<file path="config.mk">
export PLATFORM = sky130hd
export DESIGN_NAME = uart_tx_arbiter
export DESIGN_NICKNAME = d
export VERILOG_FILES = /design/src/rtl/uart_tx_arbiter.sv
export SDC_FILE = /design/constraint.sdc
export NUM_CORES = 1
export LEC_CHECK = 0
export ABC_AREA = 1
export CORE_MARGIN = 5
export CORE_UTILIZATION = 47
export DETAILED_ROUTE_END_ITERATION = 12
export PLACE_DENSITY_LB_ADDON = 0.08
export SETUP_SLACK_MARGIN = 0.5
export SLEW_MARGIN = 20
export SYNTH_ARGS = -nofsm -noshare
export SYNTH_HDL_FRONTEND = slang
export SYNTH_SLANG_ARGS = --single-unit
</file>
<file path="constraint.sdc">
create_clock -name SER_CLK -period 3.2 [get_ports SER_CLK]
set_input_delay 0.8 -clock SER_CLK [delete_from_list [all_inputs] [get_ports SER_CLK]]
set_output_delay 0.8 -clock SER_CLK [all_outputs]
set_load 0.005 [all_outputs]
</file>
<file path="src/rtl/uart_tx_arbiter.sv">
// Round-robin arbiter that shares one uart_tx among NUM_REQ byte sources.
// It grants one requester, launches the byte with TX_DV, then follows DONE until the frame ends.
module uart_tx_arbiter #(
   parameter int NUM_REQ       = 4,
   parameter int START_TIMEOUT = 16
) (
   input  logic                 SER_CLK,
   input  logic                 RST,
   input  logic [NUM_REQ-1:0]   REQ_VALID,
   input  logic [8*NUM_REQ-1:0] REQ_BYTE,
   output logic [NUM_REQ-1:0]   REQ_ACK,
   output logic                 TX_DV,
   output logic [7:0]           TX_BYTE,
   input  logic                 TX_DONE,
   output logic [2:0]           GRANT_ID,
   output logic                 BUSY,
   output logic                 ERR
);

   localparam int              CW       = (START_TIMEOUT > 2) ? $clog2(START_TIMEOUT) : 1;
   localparam logic [CW-1:0]   CNT_LAST = CW'(START_TIMEOUT - 1);
   localparam logic [3:0]      NREQ     = 4'(NUM_REQ);
   localparam logic [2:0]      LAST_ID  = 3'(NUM_REQ - 1);

   typedef enum logic [1:0] {
      IDLE      = 2'd0,
      LAUNCH    = 2'd1,
      WAIT_BUSY = 2'd2,
      WAIT_DONE = 2'd3
   } state_t;

   state_t             state, next_state;
   logic [2:0]         ptr, next_ptr;
   logic [CW-1:0]      cnt, next_cnt;
   logic [NUM_REQ-1:0] next_ack;
   logic               next_dv;
   logic               next_err;
   logic [7:0]         next_byte;
   logic [2:0]         next_grant;

   logic [7:0]         valid_pad;
   logic [63:0]        byte_pad;
   logic [7:0]         ack_pad;
   logic               found;
   logic [2:0]         win;
   logic [3:0]         probe;

   assign valid_pad = 8'(REQ_VALID);
   assign byte_pad  = 64'(REQ_BYTE);
   assign ack_pad   = 8'b1 << win;

   // Walk the slots from farthest to nearest so the slot closest to ptr is the last one written.
   always_comb begin
      found = 1'b0;
      win   = ptr;
      probe = '0;
      for (int k = NUM_REQ - 1; k >= 0; k--) begin
         probe = {1'b0, ptr} + 4'(k);
         if (probe >= NREQ) begin
            probe = probe - NREQ;
         end
         if (valid_pad[probe[2:0]]) begin
            found = 1'b1;
            win   = probe[2:0];
         end
      end
   end

   always_comb begin
      next_state = state;
      next_ptr   = ptr;
      next_cnt   = cnt;
      next_ack   = '0;
      next_dv    = 1'b0;
      next_err   = 1'b0;
      next_byte  = TX_BYTE;
      next_grant = GRANT_ID;
      case (state)
         IDLE: begin
            if (TX_DONE && found) begin
               next_byte  = byte_pad[{win, 3'b000} +: 8];
               next_grant = win;
               next_ack   = ack_pad[NUM_REQ-1:0];
               next_ptr   = (win == LAST_ID) ? 3'd0 : win + 3'd1;
               next_state = LAUNCH;
            end
         end
         LAUNCH: begin
            next_dv    = 1'b1;
            next_cnt   = '0;
            next_state = WAIT_BUSY;
         end
         // TX_DV has to drop as soon as DONE falls, otherwise the UART re-latches it after the frame.
         WAIT_BUSY: begin
            if (!TX_DONE) begin
               next_state = WAIT_DONE;
            end else if (cnt == CNT_LAST) begin
               next_err   = 1'b1;
               next_state = IDLE;
            end else begin
               next_dv  = 1'b1;
               next_cnt = cnt + CW'(1);
            end
         end
         WAIT_DONE: begin
            if (TX_DONE) begin
               next_state = IDLE;
            end
         end
         default: begin
            next_state = IDLE;
            next_ptr   = '0;
            next_cnt   = '0;
            next_byte  = '0;
            next_grant = '0;
         end
      endcase
   end

   always_ff @(posedge SER_CLK) begin
      if (RST) begin
         state    <= IDLE;
         ptr      <= '0;
         cnt      <= '0;
         REQ_ACK  <= '0;
         TX_DV    <= 1'b0;
         TX_BYTE  <= '0;
         GRANT_ID <= '0;
         BUSY     <= 1'b0;
         ERR      <= 1'b0;
      end else begin
         state    <= next_state;
         ptr      <= next_ptr;
         cnt      <= next_cnt;
         REQ_ACK  <= next_ack;
         TX_DV    <= next_dv;
         TX_BYTE  <= next_byte;
         GRANT_ID <= next_grant;
         BUSY     <= (next_state != IDLE);
         ERR      <= next_err;
      end
   end

endmodule

</file>
# After elaboration in Yosys (flattened, before gate mapping)
# Cells that the tools add are included.
[word_totals] output_inout_bits=18 ff_bits=27
[op_classes] muxes=33 magnitude_cmp=8 reduce_logical=8 addsub=9 shift=2 eq_ne=7 bitwise_logic=4
[ops] cell="variable part select 64 x 7 -> 8 bit" n=1
[ops] cell="two-way mux 3 bit" n=9
[ops] cell="< comparator 3 x 4 -> 1 bit, second input constant" n=4
[ops] cell="binary-select mux 1 bit (select 3 bit)" n=4
[ops] cell=">= comparator 4 x 3 -> 1 bit, second input constant" n=3
[ops] cell="subtractor 3 bit, second input constant" n=4
[ops] cell="two-way mux 1 bit" n=11
[ops] cell="adder 3 x 2 -> 4 bit, second input constant" n=2
[ops] cell="two-way mux 2 bit" n=4
[ops] cell="two-way mux 4 bit" n=2
[ops] cell="one-hot mux 2 bit (4 select lines)" n=1
[ops] cell="one-hot mux 4 bit (2 select lines)" n=1
[ops] cell="OR reduction 3 bit" n=2
[ops] cell="adder 3 x 1 -> 4 bit, second input constant" n=1
[ops] cell="adder 4 x 1 -> 4 bit, second input constant" n=1
[ops] cell="equality test 2 bit, second input constant" n=2
[ops] cell="equality test 4 bit, second input constant" n=1
[ops] cell="!= test 2 bit, second input constant" n=2
[ops] cell="NOT 1 bit" n=4
[ops] cell="nonzero test 2 bit" n=2
[ops] cell="left shift 1 x 3 -> 4 bit, first input constant" n=1
[ops] cell="adder 3 x 1 -> 3 bit, second input constant" n=1
[ops] cell="equality test 3 x 2 -> 1 bit, second input constant" n=1
[ops] cell=">= comparator 3 bit, second input constant" n=1
[ops] cell="6 further kinds" n=6

# Depth between registers and ports, before layout
[logic_depth] depth_word=13 depth_mapped=18 ltp_nobuf=16

# Least setup slack after synthesis
# No wires, ideal clock.
[synth_path] path_type="reg2reg" start="reg ptr[0]" end="reg ptr[1]" t_arrival_ns=2.113 period_less_slack_ns=2.233 required_ns=3.080 path_slack_ns=0.967 setup_ns=0.120 path_stages_with_launch=17 path_cell_list="dfxtp_1 > buf_6 > inv_8 > ha_1 > inv_1 > nand3_2 > nand2_1 > nor2_4 > nand2_4 > nand2_4 > nand2_2 > nand2_4 > nand2_4 > buf_6 > ha_1 > o21ai_0 > a21oi_1"
[synth_between] elab_chain_cells=11
[synth_lines] item="start, declared" line="33" text="logic [2:0] ptr, next_ptr;"
[synth_lines] item="start signal, assigned" line="133" text="ptr <= next_ptr;"
[synth_lines] item="adder 3 x 2 -> 4 bit" line="58" text="probe = {1'b0, ptr} + 4'(k);"
[synth_lines] item=">= comparator 4 x 3 -> 1 bit or subtractor 3 bit (tied branches)" line="59, 60"
[synth_lines] item="two-way mux 3 bit" line="59" text="if (probe >= NREQ) begin"
[synth_lines] item="binary-select mux 1 bit (select 3 bit)" line="62" text="if (valid_pad[probe[2:0]]) begin"
[synth_lines] item="two-way mux 1 bit (implied by the code)" line="62"
[synth_lines] item="two-way mux 3 bit (3 in a row)" line="62"
[synth_lines] item="two-way mux 3 bit (*)" line="62"
[synth_lines] item="named net win[0]" line="45" text="logic [2:0] win;"
[synth_lines] item="adder 3 x 1 -> 3 bit or equality test 3 x 2 -> 1 bit (tied branches)" line="84" text="next_ptr = (win == LAST_ID) ? 3'd0 : win + 3'd1;"
[synth_lines] item="two-way mux 3 bit (*)" line="84"
# Mark *: on every way through the listed nets, which the timed path passes. The rest lies on a longest branch. The select of a mux whose other input is x is not followed.
# A chain may end at the register's enable or synchronous reset.

# Final worst setup path
[layout_path] start="in REQ_VALID[2]" end="reg ptr[1]"
[layout_between] elab_chain_cells=8
[layout_lines] item="start, declared" line="9" text="input logic [NUM_REQ-1:0] REQ_VALID,"
[layout_lines] item="binary-select mux 1 bit (select 3 bit)" line="62"
[layout_lines] item="two-way mux 1 bit (implied by the code)" line="62"
[layout_lines] item="two-way mux 3 bit or two-way mux 1 bit (tied branches) (4 in a row)" line="62"
[layout_lines] item="adder 3 x 1 -> 3 bit (tied with other cells)" line="84"
[layout_lines] item="two-way mux 3 bit or AND reduction 2 bit (tied branches)"
# Several ways; a longest one is shown, not always the timed one. The select of a mux whose other input is x is not followed.

==> flow_metrics.tcl <==
set metrics [dict create \
    reg2reg_depth 14 \
    period_needed_ps 2550 \
    p_per_area_nw_per_um2 917 \
    maxCapViolCount 0 \
    cts_sinks 27 \
    antenna_found_initial 0 \
    place_hpwl_mm 3.44 \
    clockRootBuffer "clkbuf_8" \
    seq_area_frac_synth 0.284 \
    cts_resized 0 \
    clock_path_buffers 2 \
    drive_above_1_share 0.124 \
    synth_edf_count 0 \
    clk_latency_ps 270 \
    clk_pin_slew_worst_paths_ps 90 \
    synth_compound_area_frac 0.0711 \
    wl_per_cell_um 11.2 \
    worstSetupEndpointType "register" \
    rows 23 \
    synthMuxAreaShare 0 \
    grt_max_degree 23 \
    cp_max_fo 20 \
    tightest_slew_ps 495 \
    drcViolationCount 0 \
    cts_tree "built" \
    crit_arrival_ps 2710 \
    synthFlopType "dfxtp_1" \
    cts-buffers-inserted 3 \
    min_path_type "reg -> reg" \
    r2r_end "ptr[1]" \
    cellLeakagePower_nw 1.28 \
    syn_inst 285 \
    final_hold_viol_count 0 \
    r2r_start "ptr[0]" \
    synthXorXnorAreaFrac 0.00461 \
    r2r_slack_ps 710 \
    nNetsFinal 387 \
    fin_skew_ps 4.97 \
    antenna_cells 0 \
    ys_seq_elements 27 \
    first_pass_iters 4 \
    fin_crit_sh 0.796 \
    dp.cells 385 \
    final_common_cell "clkdlybuf4s50_1" \
    synth_top_family_by_area "simple AND/OR/NAND/NOR gates" \
    synth-simple-area-share 0.415 \
    synthAdderAreaFrac 0.0526 \
    critPathKind "in -> reg" \
    synthToLayoutAreaGrowth_pct 32.3 \
    async_reset_ff_frac 0 \
    viasPerCell 4.80 \
    fin_cells 389 \
    outcome "finished, final reports clean" \
    whs_path_depth 2 \
    ctsHoldBuffers 0 \
    fmax_mhz 393 \
    yosys_warnings 0 \
    postCtsSetupBuffers 0 \
    ios 57 \
    fillerInstances 356 \
    min_to "GRANT_ID[2]" \
    finalSetupViolCount 0 \
    most-common-layout-cells "56 x clkdlybuf4s50_1, 55 x inv_1, 53 x nand3_1" \
    initial_utilization 0.479 \
    rsz0062_at_grt "false" \
    portBuffers 56 \
    grt_overflow 0 \
    min-delay-start "GRANT_ID[2]" \
    htreeDepth 1 \
    slew_headroom 0.669 \
    fin_tns_setup_ps 0 \
    grt_pass1_vias 1735 \
    startpoint_type "primary input" \
    ant_nets 0 \
    grt_usage 0.169 \
    avgSynthCellArea_um2 6.67 \
    grt_pass1_wl_mm 7.41 \
    die_x_um 73.6 \
    netlist_area_um2 1900 \
    drt-total-wl_mm 4.37 \
    ys_types 33 \
    die_y_um 73.6 \
    gp_congestion 0.885 \
    drtIter0Drc 75 \
    dieArea_um2 5420 \
    cp.required_ps 3360 \
    ir_drop_mv 0.458 \
    vias 1866 \
    synth_fp_nets 332 \
    core-area_um2 3970 \
    drv_slew 0 \
]
==> critical path, cell delays in order <==
cell	delay [ps]
clkdlybuf4s50_1	480
nand2_1	90
nand3_2	90
nand2_1	80
nor2_4	110
nand2_4	60
nand2_4	70
nand2_2	60
nand2_4	160
nand2_4	180
ha_1	320
o21ai_0	150
a21oi_1	50
==> stage by stage <==
stage | setup WS (ps) | util | hold slack (ps) | area, µm² | total power, W
2_1_floorplan | 967 | - | 441 | 1900 | 0.00181
3_3_place_gp | 419 | 0.622 | 437 | 2470 | 0.00210
3_5_place_dp | 372 | 0.622 | 439 | 2470 | 0.00213
4_1_cts | 661 | 0.634 | 454 | 2520 | 0.00234
5_1_grt | 521 | 0.634 | 475 | 2520 | 0.00253
6_report | 653 | 0.634 | 448 | 2520 | 0.00231
==> worst max path at each step <==
| stage | cells past startpoint | to | start | slack, ps |
|---|---|---|---|---|
| 3_5_place_dp | 13 | ptr[1] | REQ_VALID[2] | 370 |
| 6_report | 13 | ptr[1] | REQ_VALID[2] | 650 |
| 5_1_grt | 13 | ptr[1] | REQ_VALID[0] | 520 |
| 3_3_place_gp | 13 | ptr[1] | REQ_VALID[0] | 420 |
| 2_1_floorplan | 16 | ptr[1] | ptr[0] | 970 |
| 4_1_cts | 13 | ptr[1] | REQ_VALID[2] | 660 |
==> registers in the layout, indices dropped and copies added (netlist names) <==
name and flops:
ERR 1, ptr 3, REQ_ACK 4, cnt 4, TX_BYTE 8, GRANT_ID 3, state 2, TX_DV 1
BUSY 1
==> routing by layer <==
metal,vias to the layer above,global-route usage,part of all wire
li1,995,-,-
met1,827,0.208,0.44
met2,40,0.301,0.49
met3,4,0.0438,0.060
met4,0,0.0241,0.0053
met5,-,0,0
==> where the power goes <==
group          internal (W)  total [W]  switching, W
sequential         0.000421   0.000480     0.0000582
combinational      0.000628    0.00164       0.00101
clock             0.0000891   0.000189     0.0000997
total               0.00114    0.00231       0.00117
==> cell usage after synthesis (2+ instances only) <==
master    count  area (µm²)
nand4_1       2        12.5
o21ai_2       2        17.5
nand3_1      53         265
nor2_4        2        22.5
nand2_4       6        67.6
a21oi_1       9        45.0
inv_2         6        22.5
inv_1        55         206
o21ai_0       2        10.0
nor2_1       27         101
ha_1          8         100
nand2_1      45         169
a31oi_1       2        12.5
nand3_2       5        50.1
nor3_1        3        15.0
nand2_2      10        62.6
dfxtp_1      27         541
buf_6         5        56.3
clkbuf_1      2        7.51
==> layout make-up <==
type | count | area (µm²) | share of cell area
clock buffers | 4 | 45.0 | 0.0179
inverters | 64 | 251 | 0.100
multi-input cells | 185 | 1030 | 0.411
flip-flops and latches | 27 | 541 | 0.215
well taps | 50 | 62.6 | 0.0249
repair buffers | 59 | 583 | 0.232
==> cells by family (layout without fill, tap and decap cells) <==
group | Yosys count | count (layout)
compound gates | 21 | 21
buf+inv | 73 | 127
simple gates | 155 | 155
fa+ha+maj | 8 | 8
xor+xnor | 1 | 1
flops | 27 | 27
(Power assumes the default switching activity.)
